## src/rtl/dmem_dump_reader.sv

```systemverilog
// -----------------------------------------------------------------------------
// dmem_dump_reader
//
// Debug read-out engine for the CPU data memory. After a run it walks a
// contiguous word range through a synchronous-read port (1-cycle latency)
// and streams each 32-bit word as big-endian bytes on a valid/ready link.
//
// Ports
//   clock, resetn          single clock, asynchronous active-low reset
//   start                  one-cycle request, only honoured in IDLE
//   base_addr [ADDR_W]     first word address (latched on accepted start)
//   count     [ADDR_W+1]   number of words, 0..2^ADDR_W (latched on start)
//   mem_rd_en, mem_addr    read strobe / word address to data memory
//   mem_rdata [32]         read data, valid the cycle after mem_rd_en
//   out_valid/out_ready    byte stream handshake
//   out_byte  [8]          stream byte, MSB byte of each word first
//   out_last               final byte of the dump (qualified by out_valid)
//   busy                   high whenever not IDLE
//   done                   one-cycle pulse at end of dump
// -----------------------------------------------------------------------------
module dmem_dump_reader #(
    parameter int ADDR_W = 8
) (
    input  logic              clock,
    input  logic              resetn,
    input  logic              start,
    input  logic [ADDR_W-1:0] base_addr,
    input  logic [ADDR_W:0]   count,
    output logic              mem_rd_en,
    output logic [ADDR_W-1:0] mem_addr,
    input  logic [31:0]       mem_rdata,
    output logic              out_valid,
    input  logic              out_ready,
    output logic [7:0]        out_byte,
    output logic              out_last,
    output logic              busy,
    output logic              done
);

    typedef enum logic [2:0] {
        S_IDLE = 3'd0,
        S_READ = 3'd1,
        S_WAIT = 3'd2,
        S_SEND = 3'd3,
        S_DONE = 3'd4
    } state_t;

    state_t            state_q, state_d;
    logic [ADDR_W-1:0] addr_q;       // next word address to read
    logic [ADDR_W-1:0] last_addr_q;  // address of the most recent read strobe
    logic [ADDR_W:0]   remaining_q;  // words still to send, incl. current one
    logic [31:0]       shift_q;      // current word, MSB byte at [31:24]
    logic [1:0]        byte_idx_q;   // bytes of current word already accepted

    logic fire;
    logic word_end;

    assign fire     = (state_q == S_SEND) && out_ready;
    assign word_end = fire && (byte_idx_q == 2'd3);

    // ------------------------------------------------------------------
    // State register
    // ------------------------------------------------------------------
    always_ff @(posedge clock or negedge resetn) begin
        if (!resetn) begin
            state_q <= S_IDLE;
        end else begin
            state_q <= state_d;
        end
    end

    // ------------------------------------------------------------------
    // Next-state and outputs
    // ------------------------------------------------------------------
    always_comb begin
        state_d   = state_q;
        mem_rd_en = 1'b0;
        // Address port holds the last strobed address between reads so the
        // memory sees no spurious address toggles while idle or streaming.
        mem_addr  = last_addr_q;
        out_valid = 1'b0;
        out_byte  = 8'h00;
        out_last  = 1'b0;
        busy      = (state_q != S_IDLE);
        done      = 1'b0;

        case (state_q)
            S_IDLE: begin
                if (start) begin
                    state_d = (count == '0) ? S_DONE : S_READ;
                end
            end
            S_READ: begin
                mem_rd_en = 1'b1;
                mem_addr  = addr_q;
                state_d   = S_WAIT;
            end
            S_WAIT: begin
                state_d = S_SEND;
            end
            S_SEND: begin
                out_valid = 1'b1;
                out_byte  = shift_q[31:24];
                out_last  = (byte_idx_q == 2'd3) &&
                            (remaining_q == (ADDR_W+1)'(1));
                if (word_end) begin
                    // remaining_q==1 means the decrement below empties it
                    state_d = (remaining_q == (ADDR_W+1)'(1)) ? S_DONE : S_READ;
                end
            end
            S_DONE: begin
                done    = 1'b1;
                state_d = S_IDLE;
            end
            default: begin
                state_d = S_IDLE;
            end
        endcase
    end

    // ------------------------------------------------------------------
    // Datapath registers
    // ------------------------------------------------------------------
    always_ff @(posedge clock or negedge resetn) begin
        if (!resetn) begin
            addr_q      <= '0;
            last_addr_q <= '0;
            remaining_q <= '0;
            shift_q     <= '0;
            byte_idx_q  <= '0;
        end else begin
            case (state_q)
                S_IDLE: begin
                    if (start) begin
                        addr_q      <= base_addr;
                        remaining_q <= count;
                    end
                end
                S_READ: begin
                    last_addr_q <= addr_q;
                end
                S_WAIT: begin
                    shift_q    <= mem_rdata;
                    byte_idx_q <= '0;
                end
                S_SEND: begin
                    if (fire) begin
                        shift_q    <= {shift_q[23:0], 8'h00};
                        byte_idx_q <= byte_idx_q + 2'd1;
                        if (byte_idx_q == 2'd3) begin
                            addr_q      <= addr_q + ADDR_W'(1);
                            remaining_q <= remaining_q - (ADDR_W+1)'(1);
                        end
                    end
                end
                default: ;
            endcase
        end
    end

endmodule
```

## config.mk

```make
export PLATFORM = sky130hd
export DESIGN_NAME = dmem_dump_reader
export DESIGN_NICKNAME = d
export VERILOG_FILES = /design/src/rtl/dmem_dump_reader.sv
export SDC_FILE = /design/constraint.sdc
export NUM_CORES = 1
export LEC_CHECK = 0
export ABC_AREA = 1
export CAP_MARGIN = 5
export CORE_UTILIZATION = 57
export CTS_CLUSTER_DIAMETER = 50
export DETAILED_ROUTE_END_ITERATION = 10
export DONT_BUFFER_PORTS = 1
export MAX_ROUTING_LAYER = met4
export PLACE_DENSITY_LB_ADDON = 0.25
export SYNTH_ARGS = -nofsm -noshare
export SYNTH_HDL_FRONTEND = slang
export SYNTH_SLANG_ARGS = --single-unit
export TNS_END_PERCENT = 50
```

## constraint.sdc

```tcl
create_clock -name clock -period 1.5 [get_ports clock]
set_clock_uncertainty 0.1 [all_clocks]
set_input_delay 0.225 -clock clock [delete_from_list [all_inputs] [get_ports clock]]
set_output_delay 0.225 -clock clock [all_outputs]
set_load 0.005 [all_outputs]
```

==> results of run 1 <==
## report_power, final
group	total (W)	switching (W)	internal, W
registers	0.00305	0.000591	0.00246
clock network	0.00150	0.000757	0.000740
logic	0.00799	0.00453	0.00346
total	0.0125	0.00588	0.00666
## cells in the mapped netlist, drive strengths merged
cell      n  area [um^2]
o22ai     8        50.05
clkbuf    4        15.01
o31ai     1        7.510
xor2      1        8.760
ha        4        50.05
o21bai    1        7.510
inv      46        172.7
dfrtp    62         1551
or2       3        18.77
nor2     57        234.0
nor3      2        21.27
a32o      8        80.08
nand4     4        25.02
nand3    25        130.1
buf      16        87.58
nand2   110        420.4
o21ai    63        315.3
a21oi     8        40.04
## repair_timing
action,CTS,global route
resized for setup,62,108
endpoints found under the setup margin,50,64
buffers inserted,17,15
hold endpoints to repair,84,72
hold buffers,21,10
pin swaps,10,19
cloned,3,5
## registers in the layout, summed over array words and instances, names as in the netlist
name	cells
shift_q	32
remaining_q	9
addr_q	8
last_addr_q	8
state_q	3
byte_idx_q	2
## worst paths after layout
check | slack, ps | cells after the start | from | end
setup / recovery | -380 | 6 | state_q[0]$_DFFE_PN0P_ | mem_addr[0]
hold / removal | -540 | 0 | resetn | shift_q[8]$_DFFE_PN0P_
setup reg to reg | -290 | 8 | state_q[1]$_DFFE_PN0P_ | addr_q[3]$_DFFE_PN0P_
hold reg to reg | 390 | 2 | last_addr_q[2]$_DFF_PN0_ | last_addr_q[2]$_DFF_PN0_
max in group asynchronous | 1730 | 0 | resetn | last_addr_q[0]$_DFF_PN0_
min in group clock | 10 | 2 | mem_rdata[20] | shift_q[20]$_DFFE_PN0P_
## worst max-delay path: cells and delay by family (launching register included)
kind / cells / cell delay (ps)
buf+inv: 3 / 490
flops: 1 / 430
simple gates: 2 / 170
compound gates: 1 / 110
## metal layers
layer  track usage (%)  up-vias
met2             48.50      336
met1             40.09     1697
met4             13.58        0
li1                  -     1537
met5                 -        -
met3             7.176      100
## metrics by stage
stage / hold WS, ps / util, % / cells / total power, W
final: -545.0 / 87.72 / 580 / 0.01254
after global routing: -561.6 / 87.72 / 580 / 0.01307
after CTS: -529.8 / 77.71 / 555 / 0.01002
after detailed placement: -169.2 / 62.51 / 498 / 0.007226
after global placement: -169.1 / 62.51 / 498 / 0.007041
after floorplan: -170.6 / - / 423 / 0.006054
## area by class of cell
class | count | area [um^2] | share of cell area, %
multi-input combinational | 295 | 1759 | 36.64
sequential | 62 | 1554 | 32.37
timing repair buffer | 89 | 1013 | 21.11
inverter | 46 | 190.2 | 3.961
clock buffer | 12 | 165.2 | 3.440
tap | 72 | 90.09 | 1.876
clock inverter | 4 | 28.78 | 0.5994
## kinds of logic after synthesis
| family | Yosys count | share of synthesized area [%] |
|---|---|---|
| adder cells (fa/ha/maj) | 4 | 1.547 |
| XOR/XNOR | 1 | 0.2707 |
| buffers and inverters | 66 | 8.507 |
| AO/OA/AOI/OAI | 89 | 15.47 |
| AND/OR/NAND/NOR | 201 | 26.26 |
| flip-flops | 62 | 47.95 |
==> metrics.log, run 1 <==
[metrics] highest metal used: met4
[metrics] maximum clock frequency: 0.5310 GHz
[metrics] standby leakage power: 2.234 nW
[metrics] Synth-to-Final Area Change: 48.38%
[metrics] detailed route wirelength on metal2: 5863 um
[metrics] buffer type at the clock tree root: sky130_fd_sc_hd__clkbuf_8
[metrics] clock sink total: 62
[metrics] Worst setup EP type: output pin
[metrics] clock-pin slew on the worst setup and hold paths: 90 ps
[metrics] final routed wirelength across all metal layers: 12,410 um
[metrics] setup repair after global routing missed its margin: yes
[metrics] final sum of negative setup slack: -11,890 ps
[metrics] share of the clock period used by the worst path after layout: 125.5%
[metrics] path category of the worst min-delay check: input pin to async pin
[metrics] biggest fanout along the worst timing path: 17
[metrics] required time at the endpoint of the critical path: 1170 ps
[metrics] CP arrival: 1560 ps
[metrics] largest net degree at the start of global routing: 63
[metrics] worst slack, placed: -81.96 ps
[metrics] post-layout minimum cycle time: 1883 ps
[metrics] HPWL reported at the end of detailed placement: 4988 um
[metrics] number of max-slew violations in the final report: 0
[metrics] routed length on met1: 4393 um
[metrics] Post-Synthesis Mean Instance Area: 7.649 um^2
[metrics] worst setup margin: -383.1 ps
[metrics] category of the most critical setup path: flip-flop to output pin
[metrics] violated checks: negative hold slack, negative setup slack
[metrics] die area: 5981 um^2
[metrics] Total Routing Usage GR: 31.51%
[metrics] global route overflow: 0
[metrics] minimum hold slack: -545.0 ps
[metrics] sequential fraction of the synthesis area: 47.95%
[metrics] crit start category: flip-flop
[metrics] io pins: 74
[metrics] PortBufs: 0
[metrics] combined area of all synthesized cells: 3236 um^2
[metrics] instance area at placement: 3421 um^2
[metrics] most used cells in the layout excluding fill and tap cells: sky130_fd_sc_hd__nand2_1, sky130_fd_sc_hd__dfrtp_1, sky130_fd_sc_hd__inv_1, sky130_fd_sc_hd__nor2_1, sky130_fd_sc_hd__o21ai_1
[metrics] net count after synthesis: 480
[metrics] Setup-failing EPs final: 70
[metrics] final hold viol count: 62
[metrics] total CTS buffers: 9
[metrics] warning count from the yosys run: 0
[metrics] total core area: 5473 um^2
[metrics] CTS tree: done
[metrics] final weighted congestion in routability-driven placement: 0.8672
[metrics] number of levels in the clock H-tree: 3
[metrics] number of instances in the synthesized netlist: 423
[metrics] average wire length per cell after detail routing: 21.40 um
[metrics] DR vias/cell: 6.328
[metrics] maximum buffer depth of the clock tree: 2
[metrics] die span in x: 77.34 um
[metrics] Max IR drop VDD: 0.001725 V
[metrics] critical path's largest stage delay: 430 ps
[metrics] initial antenna violation count: 0
[metrics] maximum capacitance violations: 0
[metrics] flip-flop and latch count after synthesis: 62
[metrics] via count: 3,670
[metrics] # fillers: 247
[metrics] vertical extent of the die: 77.34 um
[metrics] most common library cell in the layout ignoring fill and taps: sky130_fd_sc_hd__nand2_1
[metrics] wire length of the first global-routing pass: 14,460 um
[metrics] ordered cell list for the critical path: inv_2 -> buf_4 -> nor3_4 -> inv_4 -> nand2_1 -> o21ai_2
[metrics] via count of the first global-routing pass: 3,114
[metrics] number of distinct library cells after synthesis: 26
[metrics] ant diodes: 0
[metrics] iteration count of the initial detailed-routing pass: 6
[metrics] DR WL met3: 1370 um
[metrics] post-route design area: 4801 um^2
[metrics] net count reported at finish: 560
[metrics] antenna viol nets, final: 0
[metrics] count of routing violations after the opening detailed-route iteration: 560
[metrics] DRC violations left: 0
[metrics] proportion of layout cells with a drive suffix above 1: 31.50%
[metrics] Max-slew headroom: 70.22%
[metrics] power density normalized to cell area: 2611 nW/um^2
[metrics] placement row count: 27
[metrics] starting density of the core: 59.12%
[metrics] clk_lat worst skew: 350 ps
[metrics] actual slew at the worst max-slew pin: 443.3 ps
[metrics] slowest stage cell, crit path: sky130_fd_sc_hd__dfrtp_1
[metrics] result of the run: complete, but fails checks
No activity file was read; power rests on OpenSTA's default activity.
==> inputs of run 2 (changes only) <==
==> constraint.sdc (replaced) <==
create_clock -name clock -period 1.5 [get_ports clock]
set_clock_uncertainty 0.1 [all_clocks]
set_input_delay 0.225 -clock clock [delete_from_list [all_inputs] [get_ports clock]]
set_output_delay 0.225 -clock clock [all_outputs]
set_load 0.01 [all_outputs]
==> run 2 against run 1 <==
Against the previous run: the run still ends with negative hold slack, negative setup slack left; via count down 9.2%; final area down 3.5%; global-route usage up 1.9 points; first-iteration DRC count down 57%; fmax up 4.7%; critical path type unchanged; largest cell class unchanged.
==> metrics.log, run 2 (same netlist as run 1, synthesis figures left out) <==
[metrics] DR vias/cell: 5.766 (-8.9%)
[metrics] Max IR drop VDD: 0.001896 V (+10%)
[metrics] biggest fanout along the worst timing path: 4 (-13)
[metrics] final routed wirelength across all metal layers: 10,020 um (-19%)
[metrics] result of the run: complete, but fails checks
[metrics] sequential cell area: 1554 um^2 (unchanged)
[metrics] critical path's largest stage delay: 470 ps (+40 ps)
[metrics] path category of the worst min-delay check: input pin to async pin
[metrics] most common library cell in the layout ignoring fill and taps: sky130_fd_sc_hd__nand2_1
[metrics] actual slew at the worst max-slew pin: 369.8 ps (-73.47 ps)
[metrics] share of the clock period used by the worst path after layout: 119.9% (-5.6 points)
[metrics] via count: 3,333 (-9.2%)
[metrics] number of levels in the clock H-tree: 3 (unchanged)
[metrics] most used cells in the layout excluding fill and tap cells: sky130_fd_sc_hd__nand2_1, sky130_fd_sc_hd__dfrtp_1, sky130_fd_sc_hd__nor2_1
[metrics] net count reported at finish: 558 (-0.36%)
[metrics] reg2reg setup slack: -260 ps (+30 ps)
[metrics] Worst setup EP type: output pin
[metrics] largest registers: shift_q x32, remaining_q x9
[metrics] cell repeated most along the worst path: sky130_fd_sc_hd__nor2_4
[metrics] # fillers: 312 (+26%)
[metrics] standby leakage power: 2.200 nW (-1.5%)
[metrics] die area: 5981 um^2 (unchanged)
[metrics] PortBufs: 0 (unchanged)
[metrics] flip-flop count of the largest register, all copies and words added: 32 (unchanged)
[metrics] via count of the first global-routing pass: 3,249 (+4.3%)
[metrics] die span in x: 77.34 um (unchanged)
[metrics] area of combinational cells with multiple inputs: 1690 um^2 (-3.9%)
[metrics] slowest stage cell, crit path: sky130_fd_sc_hd__dfrtp_2
[metrics] category of the most critical setup path: flip-flop to output pin
[metrics] Synth-to-Final Area Change: 43.16%
[metrics] clk_lat worst skew: 350 ps (about the same)
[metrics] Total Routing Usage GR: 33.40% (+1.9 points)
[metrics] cell type group with the largest total delay on the critical path: simple AND/OR/NAND/NOR gates
[metrics] clock sink total: 62 (unchanged)
[metrics] setup repair after global routing missed its margin: yes
[metrics] buffer type at the clock tree root: sky130_fd_sc_hd__clkbuf_8
[metrics] power density normalized to cell area: 2473 nW/um^2 (-5.3%)
[metrics] minimum hold slack: -546.6 ps (-1.646 ps)
[metrics] Hold Buf Count CTS: 30 (+43%)
[metrics] maximum clock frequency: 0.5558 GHz (+4.7%)
[metrics] DRC violations left: 0 (unchanged)
[metrics] placement row count: 27 (unchanged)
[metrics] final hold viol count: 62 (unchanged)
[metrics] crit start category: flip-flop
[metrics] io pins: 74 (unchanged)
[metrics] vertical extent of the die: 77.34 um (unchanged)
[metrics] ant diodes: 0 (unchanged)
[metrics] number of max-slew violations in the final report: 0 (unchanged)
[metrics] largest net degree at the start of global routing: 63 (unchanged)
[metrics] initial antenna violation count: 0 (unchanged)
[metrics] average wire length per cell after detail routing: 17.33 um (-19%)
[metrics] iteration count of the initial detailed-routing pass: 5 (-1)
[metrics] ordered cell list for the critical path: inv_2 -> nand2_4 -> nor2_4 -> nand3_2 -> nor2_4
[metrics] clock-pin slew on the worst setup and hold paths: 80 ps (about the same)
[metrics] total core area: 5473 um^2 (unchanged)
[metrics] maximum buffer depth of the clock tree: 2 (unchanged)
[metrics] CP arrival: 1470 ps (-90 ps)
[metrics] starting density of the core: 59.12% (unchanged)
[metrics] Max-slew headroom: 75.31% (+5.1 points)
[metrics] post-layout minimum cycle time: 1799 ps (-83.99 ps)
[metrics] worst slack, placed: -143.9 ps (-61.90 ps)
[metrics] worst setup margin: -299.1 ps (+83.99 ps)
[metrics] HPWL reported at the end of detailed placement: 5349 um (+7.2%)
[metrics] required time at the endpoint of the critical path: 1170 ps (about the same)
[metrics] Setup-failing EPs final: 75 (+7.1%)
[metrics] CTS tree: done
[metrics] global route overflow: 0 (unchanged)
[metrics] Crit path buffers/inverters: 1 (-2)
[metrics] count of routing violations after the opening detailed-route iteration: 238 (-57%)
[metrics] violated checks: negative hold slack, negative setup slack
[metrics] maximum capacitance violations: 0 (unchanged)
[metrics] antenna viol nets, final: 0 (unchanged)
[metrics] most flop-heavy register: shift_q
[metrics] final weighted congestion in routability-driven placement: 0.8189 (-5.6%)
[metrics] wire length of the first global-routing pass: 14,930 um (+3.3%)
[metrics] proportion of layout cells with a drive suffix above 1: 26.48% (-5.0 points)
[metrics] total CTS buffers: 9 (unchanged)
==> run 2: final timing paths <==
kind / start / end / cells past startpoint
max in group asynchronous: resetn / state_q[1]$_DFFE_PN0P_ / 0
worst max-delay path: state_q[2]$_DFFE_PN0P_ / out_last / 5
worst min register to register: byte_idx_q[1]$_DFFE_PN0P_ / byte_idx_q[1]$_DFFE_PN0P_ / 2
worst min-delay path: resetn / shift_q[6]$_DFFE_PN0P_ / 0
worst max register to register: state_q[2]$_DFFE_PN0P_ / remaining_q[2]$_DFFE_PN0P_ / 11
min in group clock: mem_rdata[23] / shift_q[23]$_DFFE_PN0P_ / 2
==> run 2: worst register-to-register path, delay by kind of cell (launching register included) <==
kind                   cells  cell delay [ps]
AOI/OAI and AO/OA          1               60
buffers and inverters      4              550
DFF                        1              470
and+or+nand+nor            6              490
==> run 2: cell type report <==
cell class / instances / share of cell area (%)
repair inverters: 1 / 0.1351
repair buffers: 86 / 19.53
well taps: 72 / 1.945
flip-flops and latches: 62 / 33.55
clock buffers: 9 / 2.674
clock inverters: 7 / 1.594
multi-input cells: 295 / 36.49
inverters: 46 / 4.079
==> run 2: routing by layer <==
| metal | track usage, % | share of wire, % |
|---|---|---|
| met3 | 4.824 | 5.1 |
| met4 | 16.79 | 3.5 |
| met1 | 37.88 | 39 |
| met2 | 57.61 | 53 |
| met5 | - | 0 |
==> run 2: repair_timing <==
item	in CTS	in global routing
hold endpoints to repair	93	62
buffers inserted	9	5
pin swaps	8	4
endpoints found under the setup margin	57	66
resized for setup	50	37
cloned	4	1
==> run 2: stage by stage <==
| step | instance area [um^2] | total power, W | std cells | utilization, % | setup TNS (ps) |
|---|---|---|---|---|---|
| 2_1_floorplan | 3349 | 0.006479 | 423 | - | -305.3 |
| 3_3_place_gp | 3613 | 0.007644 | 513 | 66.03 | -987.3 |
| 3_5_place_dp | 3613 | 0.007817 | 513 | 66.03 | -2222 |
| 4_1_cts | 4429 | 0.01057 | 572 | 80.93 | -6402 |
| 5_1_grt | 4632 | 0.01215 | 578 | 84.64 | -16470 |
| 6_report | 4632 | 0.01146 | 578 | 84.64 | -12450 |
==> run 2: report_power, final <==
| group | total (W) | leakage [nW] | internal (W) | switching (W) |
|---|---|---|---|---|
| combinational | 0.00701 | 1.33 | 0.00307 | 0.00393 |
| clock | 0.00151 | 0.0996 | 0.000772 | 0.000735 |
| sequential | 0.00294 | 0.772 | 0.00246 | 0.000482 |
==> inputs of run 3 (changes only) <==
--- a/config.mk
+++ b/config.mk
@@ -11,6 +11,7 @@
 export CTS_CLUSTER_DIAMETER = 50
 export DETAILED_ROUTE_END_ITERATION = 10
 export DONT_BUFFER_PORTS = 1
+export GPL_TIMING_DRIVEN = 0
 export MAX_ROUTING_LAYER = met4
 export PLACE_DENSITY_LB_ADDON = 0.25
 export SYNTH_ARGS = -nofsm -noshare
==> run 3 against run 2 <==
Against the previous run: the run still ends with negative hold slack, negative setup slack left; non-clock buffer count down 15; final cell count shrank 2.8%; total power grew 5.2%; combinational power up 5.3%; fmax is 7.6% lower; core utilization fell by 0.16 points; routed wire length rose by 9.0%; clock power rose by 12%; via count up 2.7%; die area stayed put; register-to-register slack is essentially flat; sequential cell count did not move; highest routed layer unchanged.
==> metrics.log, run 3 (same netlist as run 1, synthesis figures left out) <==
[metrics] crit start category: flip-flop
[metrics] fraction of power spent switching nets: 45.40% (+0.43 points)
[metrics] combinational power share: 61.2% (about the same)
[metrics] destination of the critical timing path: mem_addr[4]
[metrics] vertical extent of the die: 77.34 um (unchanged)
[metrics] setup repair after global routing missed its margin: yes
[metrics] Setup-failing EPs final: 73 (-2.7%)
[metrics] iteration count of the initial detailed-routing pass: 7 (+2)
[metrics] via count of the first global-routing pass: 3,268 (+0.58%)
[metrics] count of placed standard cells in the final layout, fillers left out: 562 (-2.8%)
[metrics] Synth-to-Final Area Change: 42.88%
[metrics] post-layout minimum cycle time: 1947 ps (+148.2 ps)
[metrics] total core area: 5473 um^2 (unchanged)
[metrics] Max-slew headroom: 77.82% (+2.5 points)
[metrics] clock sink total: 62 (unchanged)
[metrics] count of routing violations after the opening detailed-route iteration: 302 (+27%)
[metrics] CTS tree: done
[metrics] wire length of the first global-routing pass: 15,760 um (+5.5%)
[metrics] final routed wirelength across all metal layers: 10,920 um (+9.0%)
[metrics] number of placed instances, taps included: 495 (-3.5%)
[metrics] number of max-slew violations in the final report: 0 (unchanged)
[metrics] worst setup margin: -447.4 ps (-148.2 ps)
[metrics] Setup crit start: state_q[0]$_DFFE_PN0P_
[metrics] share of the clock period used by the worst path after layout: 129.8% (+9.9 points)
[metrics] maximum buffer depth of the clock tree: 2 (unchanged)
[metrics] via count: 3,422 (+2.7%)
[metrics] PortBufs: 0 (unchanged)
[metrics] average wire length per cell after detail routing: 19.42 um (+12%)
[metrics] global route overflow: 0 (unchanged)
[metrics] initial antenna violation count: 0 (unchanged)
[metrics] Reg2Reg Capture Point: addr_q[3]$_DFFE_PN0P_
[metrics] reg2reg setup slack: -270 ps (about the same)
[metrics] maximum capacitance violations: 0 (unchanged)
[metrics] HPWL reported at the end of detailed placement: 5635 um (+5.4%)
[metrics] required time at the endpoint of the critical path: 1170 ps (about the same)
[metrics] final weighted congestion in routability-driven placement: 0.8594 (+4.9%)
[metrics] Max IR drop VDD: 0.001453 V (-23%)
[metrics] most flop-heavy register: shift_q
[metrics] category of the most critical setup path: flip-flop to output pin
[metrics] die area: 5981 um^2 (unchanged)
[metrics] actual slew at the worst max-slew pin: 331.6 ps (-38.20 ps)
[metrics] die span in x: 77.34 um (unchanged)
[metrics] CP arrival: 1620 ps (+150 ps)
[metrics] flip-flop count of the largest register, all copies and words added: 32 (unchanged)
[metrics] Total Routing Usage GR: 35.54% (+2.1 points)
[metrics] buffer type at the clock tree root: sky130_fd_sc_hd__clkbuf_8
[metrics] net count reported at finish: 542 (-2.9%)
[metrics] maximum clock frequency: 0.5135 GHz (-7.6%)
[metrics] Core Util, Final: 84.48% (-0.16 points)
[metrics] antenna viol nets, final: 0 (unchanged)
[metrics] count of cells along the worst register-to-register path: 12 (+1)
[metrics] Total Power Consumption: 0.01206 W (+5.2%)
[metrics] standby leakage power: 2.149 nW (-2.3%)
[metrics] clock-pin slew on the worst setup and hold paths: 80 ps (about the same)
[metrics] clock power share: 14.0% (+0.8 points)
[metrics] violated checks: negative hold slack, negative setup slack
[metrics] largest registers: shift_q x32, remaining_q x9
[metrics] final hold viol count: 67 (+8.1%)
[metrics] biggest fanout along the worst timing path: 5 (+1)
[metrics] path category of the worst min-delay check: input pin to async pin
[metrics] placement row count: 27 (unchanged)
[metrics] proportion of layout cells with a drive suffix above 1: 27.55% (+1.1 points)
[metrics] minimum hold slack: -535.0 ps (+11.59 ps)
[metrics] source of the worst register-to-register timing path: state_q[1]$_DFFE_PN0P_
[metrics] most used cells in the layout excluding fill and tap cells: sky130_fd_sc_hd__nand2_1, sky130_fd_sc_hd__dfrtp_1, sky130_fd_sc_hd__inv_1
[metrics] clk_lat worst skew: 340 ps (about the same)
[metrics] starting density of the core: 59.12% (unchanged)
[metrics] Worst setup EP type: output pin
[metrics] number of levels in the clock H-tree: 3 (unchanged)
[metrics] io pins: 74 (unchanged)
[metrics] Switching Power: 0.005474 W (+6.3%)
[metrics] DRC violations left: 0 (unchanged)
[metrics] power density normalized to cell area: 2608 nW/um^2 (+5.4%)
[metrics] ant diodes: 0 (unchanged)
[metrics] most common library cell in the layout ignoring fill and taps: sky130_fd_sc_hd__nand2_1
[metrics] DR vias/cell: 6.089 (+5.6%)
[metrics] total CTS buffers: 9 (unchanged)
[metrics] portion of total power attributed to sequential cells: 24.8% (-0.9 points)
[metrics] result of the run: complete, but fails checks
[metrics] internal power: 0.006583 W (+4.4%)
[metrics] largest net degree at the start of global routing: 63 (unchanged)
==> run 3: power by group through the flow <==
stage	Combinational (W)	Clock [W]	Sequential, W
2_1_floorplan	0.00367	0	0.00281
3_3_place_gp	0.00446	0	0.00290
3_5_place_dp	0.00461	0	0.00292
4_1_cts	0.00622	0.00165	0.00290
5_1_grt	0.00788	0.00174	0.00304
6_report	0.00738	0.00169	0.00299
==> run 3: final cells by class <==
type,count,area [um^2]
clock inverters,4,70.07
fillers,262,849.6
well taps,72,90.09
multi-input cells,295,1745
repair buffers,51,579.3
clock buffers,12,145.1
plain buffers,20,254.0
flip-flops and latches,62,1554
inverters,46,185.2
==> run 3: through the flow <==
step                      hold WS, ps  area [um^2]  setup slack, ps  TNS, ps
after CTS                      -530.0         4332           -401.3    -7737
after detailed placement       -169.3         3440           -263.6    -9957
after floorplan                -170.6         3349           -57.77   -305.3
after global placement         -169.3         3440           -210.0    -7814
after global routing           -547.0         4623           -463.6   -17460
final                          -535.0         4623           -447.4   -14200
==> run 3: worst min-delay path by stage <==
stage | from | end | slack (ps)
4_1_cts | resetn | addr_q[1]$_DFFE_PN0P_ | -530
3_5_place_dp | resetn | shift_q[14]$_DFFE_PN0P_ | -170
6_report | resetn | shift_q[17]$_DFFE_PN0P_ | -540
5_1_grt | resetn | shift_q[15]$_DFFE_PN0P_ | -550
3_3_place_gp | resetn | shift_q[14]$_DFFE_PN0P_ | -170
2_1_floorplan | resetn | addr_q[0]$_DFFE_PN0P_ | -170
==> run 3: what timing repair did <==
item                                    4_1_cts  5_1_grt
cloned                                        4        3
pin swaps                                    11       24
endpoints found under the setup margin       80       74
hold buffers                                 18        1
buffers inserted                             16        9
hold endpoints to repair                     81       63
resized for setup                           101       50
==> run 3: routing by layer <==
layer,wire (um),GRT usage [%]
met5,0,-
met2,5493,59.29
met3,972,7.647
met4,525,15.66
met1,3923,41.29
==> run 3: worst max-delay path, stage by stage (launching register included) <==
cell and delay, ps:
sky130_fd_sc_hd__dfrtp_1 370, sky130_fd_sc_hd__inv_2 50, sky130_fd_sc_hd__buf_6 120, sky130_fd_sc_hd__nor3_4 270, sky130_fd_sc_hd__inv_4 110, sky130_fd_sc_hd__buf_12 170
sky130_fd_sc_hd__o21ai_4 200
